`src/rtl/mq_pkg.sv`:
```
// Shared constants and helpers for the MQ coder byte-output stage.
package mq_pkg;
  localparam logic [7:0]  MARKER       = 8'hFF;
  localparam int unsigned SliceW       = 22;
  localparam int unsigned ByteMsb      = 21;
  localparam int unsigned ByteLsb      = 14;
  localparam int unsigned ByteW        = ByteMsb - ByteLsb + 1;
  localparam int unsigned DefFifoDepth = 4;
  localparam int unsigned DefCntW      = 16;

  // New byte N carried by byte event k of the shift bundle.
  function automatic logic [ByteW-1:0] slice_byte(input logic [2*SliceW-1:0] v,
                                                  input int unsigned k);
    return v[k*SliceW + ByteLsb +: ByteW];
  endfunction
endpackage

```
`src/rtl/mq_byte_out_if.sv`:
```
// Upstream bundle plus downstream byte stream of the MQ byte-output stage.
interface mq_byte_out_if import mq_pkg::*; #(
  parameter int unsigned CNT_W = DefCntW
) ();
  logic [1:0]            Carry;
  logic [1:0]            Renor;
  logic [2*SliceW-1:0]   CShift8CT;
  logic                  AddB;
  logic                  rst_BO;
  logic                  flush_BO;
  logic                  in_ready;
  logic [7:0]            byte_data;
  logic                  byte_valid;
  logic                  byte_ready;
  logic [CNT_W-1:0]      byte_count;
  logic                  flush_done;
  logic                  err;

  modport master (
    output Carry, Renor, CShift8CT, AddB, rst_BO, flush_BO, byte_ready,
    input  in_ready, byte_data, byte_valid, byte_count, flush_done, err
  );

  modport slave (
    input  Carry, Renor, CShift8CT, AddB, rst_BO, flush_BO, byte_ready,
    output in_ready, byte_data, byte_valid, byte_count, flush_done, err
  );
endinterface

```
`src/rtl/mq_bo_fifo.sv`:
```
// Show-ahead FIFO accepting up to two writes (event order) and one read per cycle.
module mq_bo_fifo #(
  parameter int unsigned Depth = 4,
  parameter int unsigned Width = 8
) (
  input  logic                       clk,
  input  logic                       rst_n,
  input  logic [1:0]                 wr_cnt,
  input  logic [Width-1:0]           wr_data0,
  input  logic [Width-1:0]           wr_data1,
  input  logic                       rd,
  output logic [Width-1:0]           head,
  output logic [$clog2(Depth):0]     count
);
  localparam int unsigned AW   = $clog2(Depth);
  localparam int unsigned CntW = AW + 1;

  logic [Width-1:0] mem_q [Depth];
  logic [AW-1:0]    wptr_q, rptr_q;
  logic [CntW-1:0]  count_q;

  // Caller never requests more than two writes or writes beyond free space.
  always_ff @(posedge clk or negedge rst_n) begin
    if (!rst_n) begin
      mem_q   <= '{default: '0};
      wptr_q  <= '0;
      rptr_q  <= '0;
      count_q <= '0;
    end else begin
      if (wr_cnt != 2'd0) mem_q[wptr_q] <= wr_data0;
      if (wr_cnt == 2'd2) mem_q[wptr_q + AW'(1)] <= wr_data1;
      wptr_q  <= wptr_q + AW'(wr_cnt);
      if (rd) rptr_q <= rptr_q + AW'(1);
      count_q <= count_q + CntW'(wr_cnt) - CntW'(rd);
    end
  end

  assign head  = (count_q != '0) ? mem_q[rptr_q] : '0;
  assign count = count_q;
endmodule

```
`src/rtl/mq_byte_out.sv`:
```
// MQ byte-output stage: pending byte B, carry propagation, flush tail and stuffing checks.
module mq_byte_out import mq_pkg::*; #(
  parameter int unsigned FIFO_DEPTH = DefFifoDepth,
  parameter int unsigned CNT_W      = DefCntW
) (
  input logic          clk,
  input logic          rst_n,
  mq_byte_out_if.slave bus
);
  localparam int unsigned CntFifoW = $clog2(FIFO_DEPTH) + 1;

  logic [7:0]          b_q, b_d, tail_q, tail_d;
  logic                dummy_q, dummy_d, flushed_q, flushed_d;
  logic                err_q, err_d, tail_vld_q, tail_vld_d;
  logic [CNT_W-1:0]    cnt_q, cnt_d;
  logic                cnt_clr;
  logic [1:0]          wr_cnt;
  logic [7:0]          wr_data0, wr_data1, head;
  logic                rd, fifo_empty, in_ready;
  logic [CntFifoW-1:0] fifo_count;

  assign fifo_empty = (fifo_count == '0);
  // A held-over flush byte blocks new bundles until it has been written.
  assign in_ready   = !tail_vld_q && (int'(fifo_count) + 2 <= int'(FIFO_DEPTH));
  assign rd         = !fifo_empty && bus.byte_ready;

  always_comb begin
    logic [7:0] b, n;
    logic       dmy;
    logic [7:0] push [3];
    logic [1:0] np, nev;
    b          = b_q;
    dmy        = dummy_q;
    n          = '0;
    push       = '{default: '0};
    np         = 2'd0;
    nev        = 2'd0;
    flushed_d  = flushed_q;
    err_d      = err_q;
    tail_d     = tail_q;
    tail_vld_d = tail_vld_q;
    cnt_clr    = 1'b0;

    if (in_ready) begin
      if (bus.rst_BO) begin
        b         = '0;
        dmy       = 1'b1;
        flushed_d = 1'b0;
        err_d     = 1'b0;
        cnt_clr   = 1'b1;
      end else if (flushed_q) begin
        if (bus.Renor != 2'd0 || bus.AddB) err_d = 1'b1;
      end else begin
        if (bus.Renor == 2'd3) err_d = 1'b1;
        nev = (bus.Renor == 2'd3) ? 2'd2 : bus.Renor;
        if (bus.AddB) begin
          if (b == MARKER) err_d = 1'b1;
          b = b + 8'd1;
        end
        for (int k = 0; k < 2; k++) begin
          if (k < int'(nev)) begin
            n = slice_byte(bus.CShift8CT, k);
            if (bus.Carry[k]) begin
              if (b == MARKER) err_d = 1'b1;
              b = b + 8'd1;
            end
            if (!dmy) begin
              push[np] = b;
              np       = np + 2'd1;
              if (b == MARKER && n[7]) err_d = 1'b1;
            end
            b   = n;
            dmy = 1'b0;
          end
        end
        if (bus.flush_BO) begin
          if (!dmy && b != MARKER) begin
            push[np] = b;
            np       = np + 2'd1;
          end
          flushed_d = 1'b1;
        end
      end
    end
    b_d     = b;
    dummy_d = dmy;

    wr_data0 = push[0];
    wr_data1 = push[1];
    wr_cnt   = 2'd0;
    if (tail_vld_q) begin
      if (int'(fifo_count) < int'(FIFO_DEPTH)) begin
        wr_cnt     = 2'd1;
        wr_data0   = tail_q;
        tail_vld_d = 1'b0;
      end
    end else if (np == 2'd3) begin
      // Two events plus the flush byte: the third push is written next cycle.
      wr_cnt     = 2'd2;
      tail_d     = push[2];
      tail_vld_d = 1'b1;
    end else begin
      wr_cnt = np;
    end
  end

  always_comb begin
    logic [CNT_W:0] sum;
    sum = {1'b0, cnt_q} + (CNT_W+1)'(wr_cnt);
    if (cnt_clr)       cnt_d = '0;
    else if (sum[CNT_W]) cnt_d = '1;
    else               cnt_d = sum[CNT_W-1:0];
  end

  always_ff @(posedge clk or negedge rst_n) begin
    if (!rst_n) begin
      b_q        <= '0;
      dummy_q    <= 1'b1;
      flushed_q  <= 1'b0;
      err_q      <= 1'b0;
      tail_q     <= '0;
      tail_vld_q <= 1'b0;
      cnt_q      <= '0;
    end else begin
      b_q        <= b_d;
      dummy_q    <= dummy_d;
      flushed_q  <= flushed_d;
      err_q      <= err_d;
      tail_q     <= tail_d;
      tail_vld_q <= tail_vld_d;
      cnt_q      <= cnt_d;
    end
  end

  mq_bo_fifo #(
    .Depth (FIFO_DEPTH),
    .Width (8)
  ) u_fifo (
    .clk      (clk),
    .rst_n    (rst_n),
    .wr_cnt   (wr_cnt),
    .wr_data0 (wr_data0),
    .wr_data1 (wr_data1),
    .rd       (rd),
    .head     (head),
    .count    (fifo_count)
  );

  assign bus.in_ready   = in_ready;
  assign bus.byte_data  = head;
  assign bus.byte_valid = !fifo_empty;
  assign bus.byte_count = cnt_q;
  assign bus.flush_done = flushed_q && fifo_empty && !tail_vld_q;
  assign bus.err        = err_q;
endmodule

```
`src/flat_wrapper.sv`:
```
// flat-port wrapper written by rule: the top's interface ports become plain ports
module mq_byte_out_flat import mq_pkg::*;
#(
  parameter int unsigned FIFO_DEPTH = DefFifoDepth,
  parameter int unsigned CNT_W      = DefCntW
)
  (clk, rst_n, bus_Carry, bus_Renor, bus_CShift8CT, bus_AddB, bus_rst_BO, bus_flush_BO, bus_byte_ready, bus_in_ready, bus_byte_data, bus_byte_valid, bus_byte_count, bus_flush_done, bus_err);
  mq_byte_out_if #(.CNT_W(CNT_W)) bus_i ();
  input logic clk;
  input logic rst_n;
  input wire logic [$bits(bus_i.Carry)-1:0] bus_Carry;
  input wire logic [$bits(bus_i.Renor)-1:0] bus_Renor;
  input wire logic [$bits(bus_i.CShift8CT)-1:0] bus_CShift8CT;
  input wire logic [$bits(bus_i.AddB)-1:0] bus_AddB;
  input wire logic [$bits(bus_i.rst_BO)-1:0] bus_rst_BO;
  input wire logic [$bits(bus_i.flush_BO)-1:0] bus_flush_BO;
  input wire logic [$bits(bus_i.byte_ready)-1:0] bus_byte_ready;
  output wire logic [$bits(bus_i.in_ready)-1:0] bus_in_ready;
  output wire logic [$bits(bus_i.byte_data)-1:0] bus_byte_data;
  output wire logic [$bits(bus_i.byte_valid)-1:0] bus_byte_valid;
  output wire logic [$bits(bus_i.byte_count)-1:0] bus_byte_count;
  output wire logic [$bits(bus_i.flush_done)-1:0] bus_flush_done;
  output wire logic [$bits(bus_i.err)-1:0] bus_err;
  assign bus_i.Carry = bus_Carry;
  assign bus_i.Renor = bus_Renor;
  assign bus_i.CShift8CT = bus_CShift8CT;
  assign bus_i.AddB = bus_AddB;
  assign bus_i.rst_BO = bus_rst_BO;
  assign bus_i.flush_BO = bus_flush_BO;
  assign bus_i.byte_ready = bus_byte_ready;
  assign bus_in_ready = bus_i.in_ready;
  assign bus_byte_data = bus_i.byte_data;
  assign bus_byte_valid = bus_i.byte_valid;
  assign bus_byte_count = bus_i.byte_count;
  assign bus_flush_done = bus_i.flush_done;
  assign bus_err = bus_i.err;
  mq_byte_out #(.FIFO_DEPTH(FIFO_DEPTH), .CNT_W(CNT_W)) u_core (.clk(clk), .rst_n(rst_n), .bus(bus_i));
endmodule
```
`config.mk`:
```
export PLATFORM = sky130hd
export DESIGN_NAME = mq_byte_out_flat
export DESIGN_NICKNAME = d
export VERILOG_FILES = /design/src/rtl/mq_pkg.sv /design/src/rtl/mq_byte_out_if.sv /design/src/rtl/mq_bo_fifo.sv /design/src/rtl/mq_byte_out.sv /design/src/flat_wrapper.sv
export SDC_FILE = /design/constraint.sdc
export NUM_CORES = 1
export LEC_CHECK = 0
export ABC_AREA = 1
export BUFFER_PORTS_ARGS = -buffer_cell sky130_fd_sc_hd__buf_4
export CORE_ASPECT_RATIO = 0.9
export CORE_MARGIN = 4
export CORE_UTILIZATION = 25
export DETAILED_ROUTE_END_ITERATION = 8
export HOLD_SLACK_MARGIN = 0.03
export MAX_ROUTING_LAYER = met4
export SYNTH_ARGS = -nofsm -noshare
export SYNTH_HDL_FRONTEND = slang
export SYNTH_SLANG_ARGS = --single-unit
export TNS_END_PERCENT = 30
```
`constraint.sdc`:
```
create_clock -name clk -period 4.8 [get_ports clk]
set_clock_uncertainty 0.1 [all_clocks]
set_input_delay 0.24 -clock clk [delete_from_list [all_inputs] [get_ports clk]]
set_output_delay 0.24 -clock clk [all_outputs]
set_load 0.005 [all_outputs]
```
# Word-level counts from Yosys, hierarchy flattened
# Index checks and enable logic that the tools add are counted.
# totals
regBits	75
inputBits	54
out_inout_bits	28
word_cells	195
# op_classes
addsub	12
magnitude_cmp	13
eq_ne	11
mux	117
bitwise	6
reduce_logical	22
# op_table
operator	count
8-bit 2-to-1 mux	38
24-bit 2-to-1 mux	10
32-bit bitwise mux	2
8-bit demux with 2-bit select	4
32-bit 2-to-1 mux	2
24-bit bitwise mux	2
8-bit equality test (second input constant)	5
1-bit 2-to-1 mux	39
2-bit 2-to-1 mux	17
32-bit by 4-bit less-or-equal comparator with 1-bit output (second input constant)	1
16-bit 2-to-1 mux	2
8-bit by 1-bit adder with 8-bit output (second input constant)	3
16-bit by 2-bit adder with 17-bit output	1
8-bit binary-select mux with 2-bit select	1
3-bit >= comparator (second input constant)	5
2-bit inverter with 3-bit output	5
3-bit by 1-bit less-than comparator with 1-bit output (second input constant)	4
1-bit logical AND	11
2-bit by 1-bit adder with 2-bit output (second input constant)	4
8-bit != test (second input constant)	1
2-bit equality test (second input constant)	3
2-bit AND reduction	3
3-bit by 2-bit adder with 4-bit output (second input constant)	1
1-bit by 2-bit less-than comparator with 1-bit output (first input constant)	2
12 further kinds	15

# Longest topological paths before layout
# depth
ltp_word	34
depth_mapped	30

# Cells and area by module
# Synthesis repeated with hierarchy kept, for this count alone.
# hier_totals
hier_cells	886
hier_area_um2	5868.1
# modules_own_cells
mod	instances	cells_per_inst	area_per_inst_um2	seq_area_each_um2
mq_byte_out	1	540	3509.6	902.1
mq_bo_fifo	1	346	2358.5	975.9

# Worst setup path after synthesis
# No wires, ideal clock.
# synth_path
path_kind	flip-flop to flip-flop
from	register u_core.b_q[0]
to	register u_core.cnt_q[4] (netlist: u_core.bus.byte_count[4])
arrival_ps	4259
t_required_ps	4618
setup_slack_ps	359
stages_incl_launch_ff	28
path_buffers	0
cell_sequence	dfrtp_1 > ha_1 > nand3_1 > nand2_2 > nand2_1 > nand2_2 > nand2_1 > nand2_2 > nor2_1 > nand2_1 > nor2_4 > nand2_4 > nand4_4 > nand2_4 > nand2_8 > inv_2 > o21ai_0 > ha_1 > inv_1 > fa_1 > or2_2 > nor3_1 > nand3_1 > nor4b_1 > inv_1 > nor2_2 > inv_1 > a31oi_1
# synth_via
elab_chain_len	26
# synth_rtl
item	line_no	source
start: declaration	mq_byte_out.sv:12	logic [7:0] b_q, b_d, tail_q, tail_d;
start signal: assignment	mq_byte_out.sv:117	b_q <= '0;
start signal: assignment	mq_byte_out.sv:125	b_q <= b_d;
8-bit by 1-bit adder with 8-bit output	mq_byte_out.sv:58	b = b + 8'd1;
8-bit 2-to-1 mux *	mq_byte_out.sv:56	if (bus.AddB) begin
8-bit 2-to-1 mux *	mq_byte_out.sv:51	end else if (flushed_q) begin
8-bit 2-to-1 mux *	mq_byte_out.sv:45	if (bus.rst_BO) begin
8-bit 2-to-1 mux *	mq_byte_out.sv:44	if (in_ready) begin
8-bit 2-to-1 mux *	mq_byte_out.sv:61	if (k < int'(nev)) begin
8-bit 2-to-1 mux *	mq_byte_out.sv:51	
8-bit 2-to-1 mux *	mq_byte_out.sv:45	
[11 not listed]	--	
2-bit 2-to-1 mux *	mq_byte_out.sv:44	
2-bit equality test	mq_byte_out.sv:97	end else if (np == 2'd3) begin
2-bit 2-to-1 mux *	mq_byte_out.sv:97	
2-bit 2-to-1 mux *	mq_byte_out.sv:91	if (tail_vld_q) begin
16-bit by 2-bit adder with 17-bit output *	mq_byte_out.sv:109	sum = {1'b0, cnt_q} + (CNT_W+1)'(wr_cnt);
16-bit 2-to-1 mux *	mq_byte_out.sv:111	else if (sum[CNT_W]) cnt_d = '1;
16-bit 2-to-1 mux *	mq_byte_out.sv:110	if (cnt_clr) cnt_d = '0;
named net u_core.cnt_d[4]	mq_byte_out.sv:15	logic [CNT_W-1:0] cnt_q, cnt_d;
end signal: assignment	mq_byte_out.sv:131	cnt_q <= cnt_d;
end: declaration	mq_byte_out.sv:15	
# The timed path passes the listed nets; every way through them passes the cells marked *. The select of a mux whose other input is x is not followed.
# A chain may end at the register's enable or synchronous reset.

# Final worst setup path
# layout_path
from	register u_core.b_q[0]
to	register u_core.cnt_q[2] (netlist: u_core.bus.byte_count[2])
# Same word-level chain as after synthesis.

==> reports/summary.txt <==
Worst setup EP type -> flop
Root Driver -> clkbuf_16
Initial DRT Pass Iterations -> 7
EDFF count, synth -> 0
multiplexer area fraction after synthesis -> 0.1774%
Net Count, Synth -> 891
die area -> 25,040 sq um
library cells used by synthesis -> 53
Die Height -> 150.5 um
routed vias -> 5,523
net switching power -> 1486 uW
Num CTS Buffers -> 9
Int Power -> 1950 uW
first-pass GRT wire length -> 27,260 um
commonest non-fill, non-tap cells in the layout -> nand2_1, inv_1, nand3_1
count of routing violations after the opening detailed-route iteration -> 392
warnings from Yosys -> 0
fin area -> 6828 sq um
CP required -> 4.96 ns
setup_tns -> 0 ns
Synth Area in Compound Gates -> 11.31%
Synth-to-Final Area Change -> 21.02%
Initial Util -> 25.78%
Hold Crit Class -> in2reg
final worst slack -> 0.4291 ns
row count -> 51
dpl ws -> 0.09916 ns
Clock Latency Late Sink -> 0.34 ns
largest net degree at the start of global routing -> 76
vias in the first global route -> 5,297
share of cells above drive strength 1 -> 16.09%
area share of fa/ha/maj cells after synthesis -> 3.371%
Comb power frac -> 49.7%
drt drc -> 0
DRT Wirelength -> 16,700 um
Power, Total -> 3436 uW
status -> finished clean
post-DP HPWL -> 12,700 um
WL/cell -> 14.08 um
number of I/O pins -> 82
RSZ-0062 raised after global routing -> false
Final Max Tran Viols -> 0
Reg power frac -> 28.9%
main combinational cell family by area after synthesis -> simple AND/OR/NAND/NOR gates
synthesized area -> 5642 sq um
arrival time at the worst endpoint -> 4.53 ns
IO Port Bufs -> 53
Final Wtd Congestion -> 0.9035
most common cell after layout, fill and taps aside -> nand2_1
synthesized area per cell -> 6.855 sq um
min-delay src -> bus_rst_BO
VDD IR-drop max -> 0.2524 mV
origin of the critical flop-to-flop path -> u_core.b_q[0]
r2r worst-path depth -> 27
Slew @ Worst Pin -> 0.9662 ns
ys flop type -> dfrtp_1
Max H-tree Level -> 3
clk sinks -> 75
fin cells -> 1,186
Die Span X -> 166.3 um
Nets -> 960
Worst setup startpoint -> u_core.b_q[0]
max-cap violations -> 0
Clock Tree Buf Depth -> 2
count of mapped cells out of synthesis -> 823
simple logic cell fraction of the synthesized area -> 38.74%
Slew HR -> 35.59%
core area -> 21,890 sq um
initial antenna violation count -> 0
FF+latch count, synth -> 75
Setup Fix Bufs, Post-CTS -> 0
gr usage total -> 13.96%
Tcrit/Tclk final -> 91.06%
crit path max fanout -> 8
clock slew at reported path FFs -> 0.05 ns
Max Freq -> 228.8 MHz
CTS tree -> yes
pwr dens -> 503.3 nW/um^2
async set-reset flop share out of synthesis -> 100.0%
Placed Cells -> 1,171
ANT cells -> 0
WS Path Type -> reg2reg
clock share of power -> 21.4%
Hold Path Cell Cnt -> 4
crit start category -> flop
vias per cell -> 4.657
sw frac -> 43.25%
GR Overflow Total -> 0
placed cell areas -> 6467 sq um
sequential-to-total area share from yosys stat -> 33.29%
Finish-stage setup viols -> 0
leakage -> 0.003503 uW
Synth Area in XOR/XNOR -> 3.260%
Hold Vio Cnt, Final -> 0
ANT nets after route -> 0
min Tclk post-route -> 4.371 ns
routing by layer:
metal / part of all wire, % / GRT usage [%] / wire, um / up-vias
li1: - / - / - / 2791
met1: 48 / 18.96 / 8054 / 2546
met2: 44 / 21.51 / 7391 / 165
met3: 6.0 / 3.150 / 1008 / 21
met4: 1.4 / 3.067 / 240 / 0
met5: 0 / - / 0 / -
registers in the layout, summed over array words and instances (netlist names):
register / flops
u_core.u_fifo.count: 3
u_core.bus.err: 1
u_core.flushed_q: 1
u_core.dummy_q: 1
u_core.tail_vld_q: 1
u_core.u_fifo.wptr_q: 2
u_core.b_q: 8
u_core.u_fifo.mem_q: 32
u_core.bus.byte_count: 16
u_core.tail_q: 8
u_core.u_fifo.rptr_q: 2
through the flow:
step	hold slack, ns	utilization [%]
after floorplan	-0.1556	-
after global placement	0.3650	29.55
after detailed placement	0.3576	29.55
after CTS	0.1022	31.04
after global routing	0.1292	31.20
final	0.1183	31.20
synthesized netlist by cell type, types with 4 or more instances:
master	count	share of area [%]
clkbuf_1	8	0.53
nand2_4	7	1.4
nor3_1	11	0.98
nor2_1	49	3.3
ha_1	12	2.7
dfrtp_1	74	33
a21oi_1	33	2.9
nand3_1	88	7.8
xnor2_1	7	1.1
a31oi_1	4	0.44
inv_2	13	0.86
nand3_2	4	0.71
nand2_1	244	16
nor2_4	6	1.2
nand2_2	9	1.0
xor2_1	14	2.2
nand4_1	14	1.6
o21ai_1	5	0.44
o22ai_1	10	1.1
or2_2	4	0.44
o21ai_0	36	3.2
o31ai_1	11	1.5
inv_1	118	7.9
power groups by stage:
stage | Sequential (uW) | Clock [uW] | Combinational, uW
finish | 993 | 736 | 1710
global route | 1020 | 783 | 1930
CTS | 993 | 757 | 1710
detailed placement | 1000 | 0 | 1700
global placement | 996 | 0 | 1680
floorplan | 947 | 0 | 1190
worst paths after layout:
kind	end	slack, ns
setup / recovery	u_core.bus.byte_count[2]	0.43
hold / removal	u_core.bus.err	0.12
setup reg to reg	u_core.bus.byte_count[2]	0.43
hold reg to reg	u_core.tail_q[2]	0.39
max in group asynchronous	u_core.u_fifo.mem_q[5]	3.48
min in group asynchronous	u_core.bus.byte_count[15]	0.48
area by class of cell:
| class | instances | area (sq um) |
|---|---|---|
| Multi-Input combinational cell | 604 | 3242 |
| Inverter | 131 | 491.7 |
| Clock buffer | 12 | 256.5 |
| Clock inverter | 2 | 60.06 |
| Fill cell | 2366 | 15060 |
| Timing Repair Buffer | 71 | 535.5 |
| Tap cell | 291 | 364.1 |
| Sequential cell | 75 | 1878 |
repair_timing:
item / CTS / global route
setup endpoints to repair: 0 / 16
hold endpoints to repair: 74 / 0
hold buffers: 1 / 0
gates resized for setup: 0 / 7
cell families (layout without fill, tap and decap cells):
kind of cell    count (synthesis)  in the layout
fa+ha+maj                      14             14
mux                             1              1
flops                          75             75
buf+inv                       144            216
xor+xnor                       21             21
simple gates                  458            458
compound gates                110            110
worst max-delay path, cell delays in order, from the launching register on:
cell and delay, ns:
dfrtp_1 0.41, ha_1 0.24, nand2_2 0.11, nand2_1 0.07, nand2_2 0.11, nand2_1 0.08
nand2_2 0.11, nand2_1 0.07, nand2_2 0.07, nor2_1 0.05, nand2_1 0.09, nor2_4 0.05
nand2_4 0.12, nand3_2 0.09, nand2_1 0.13, nand3_2 0.12, o21ai_2 0.20, ha_1 0.19
inv_1 0.06, fa_1 0.41, or2_2 0.33, nor3_2 0.17, nand3_2 0.16, nor4b_4 0.27
inv_1 0.08, nor2_2 0.10, inv_1 0.14, a21oi_1 0.17
No activity file was read; power rests on OpenSTA's default activity.
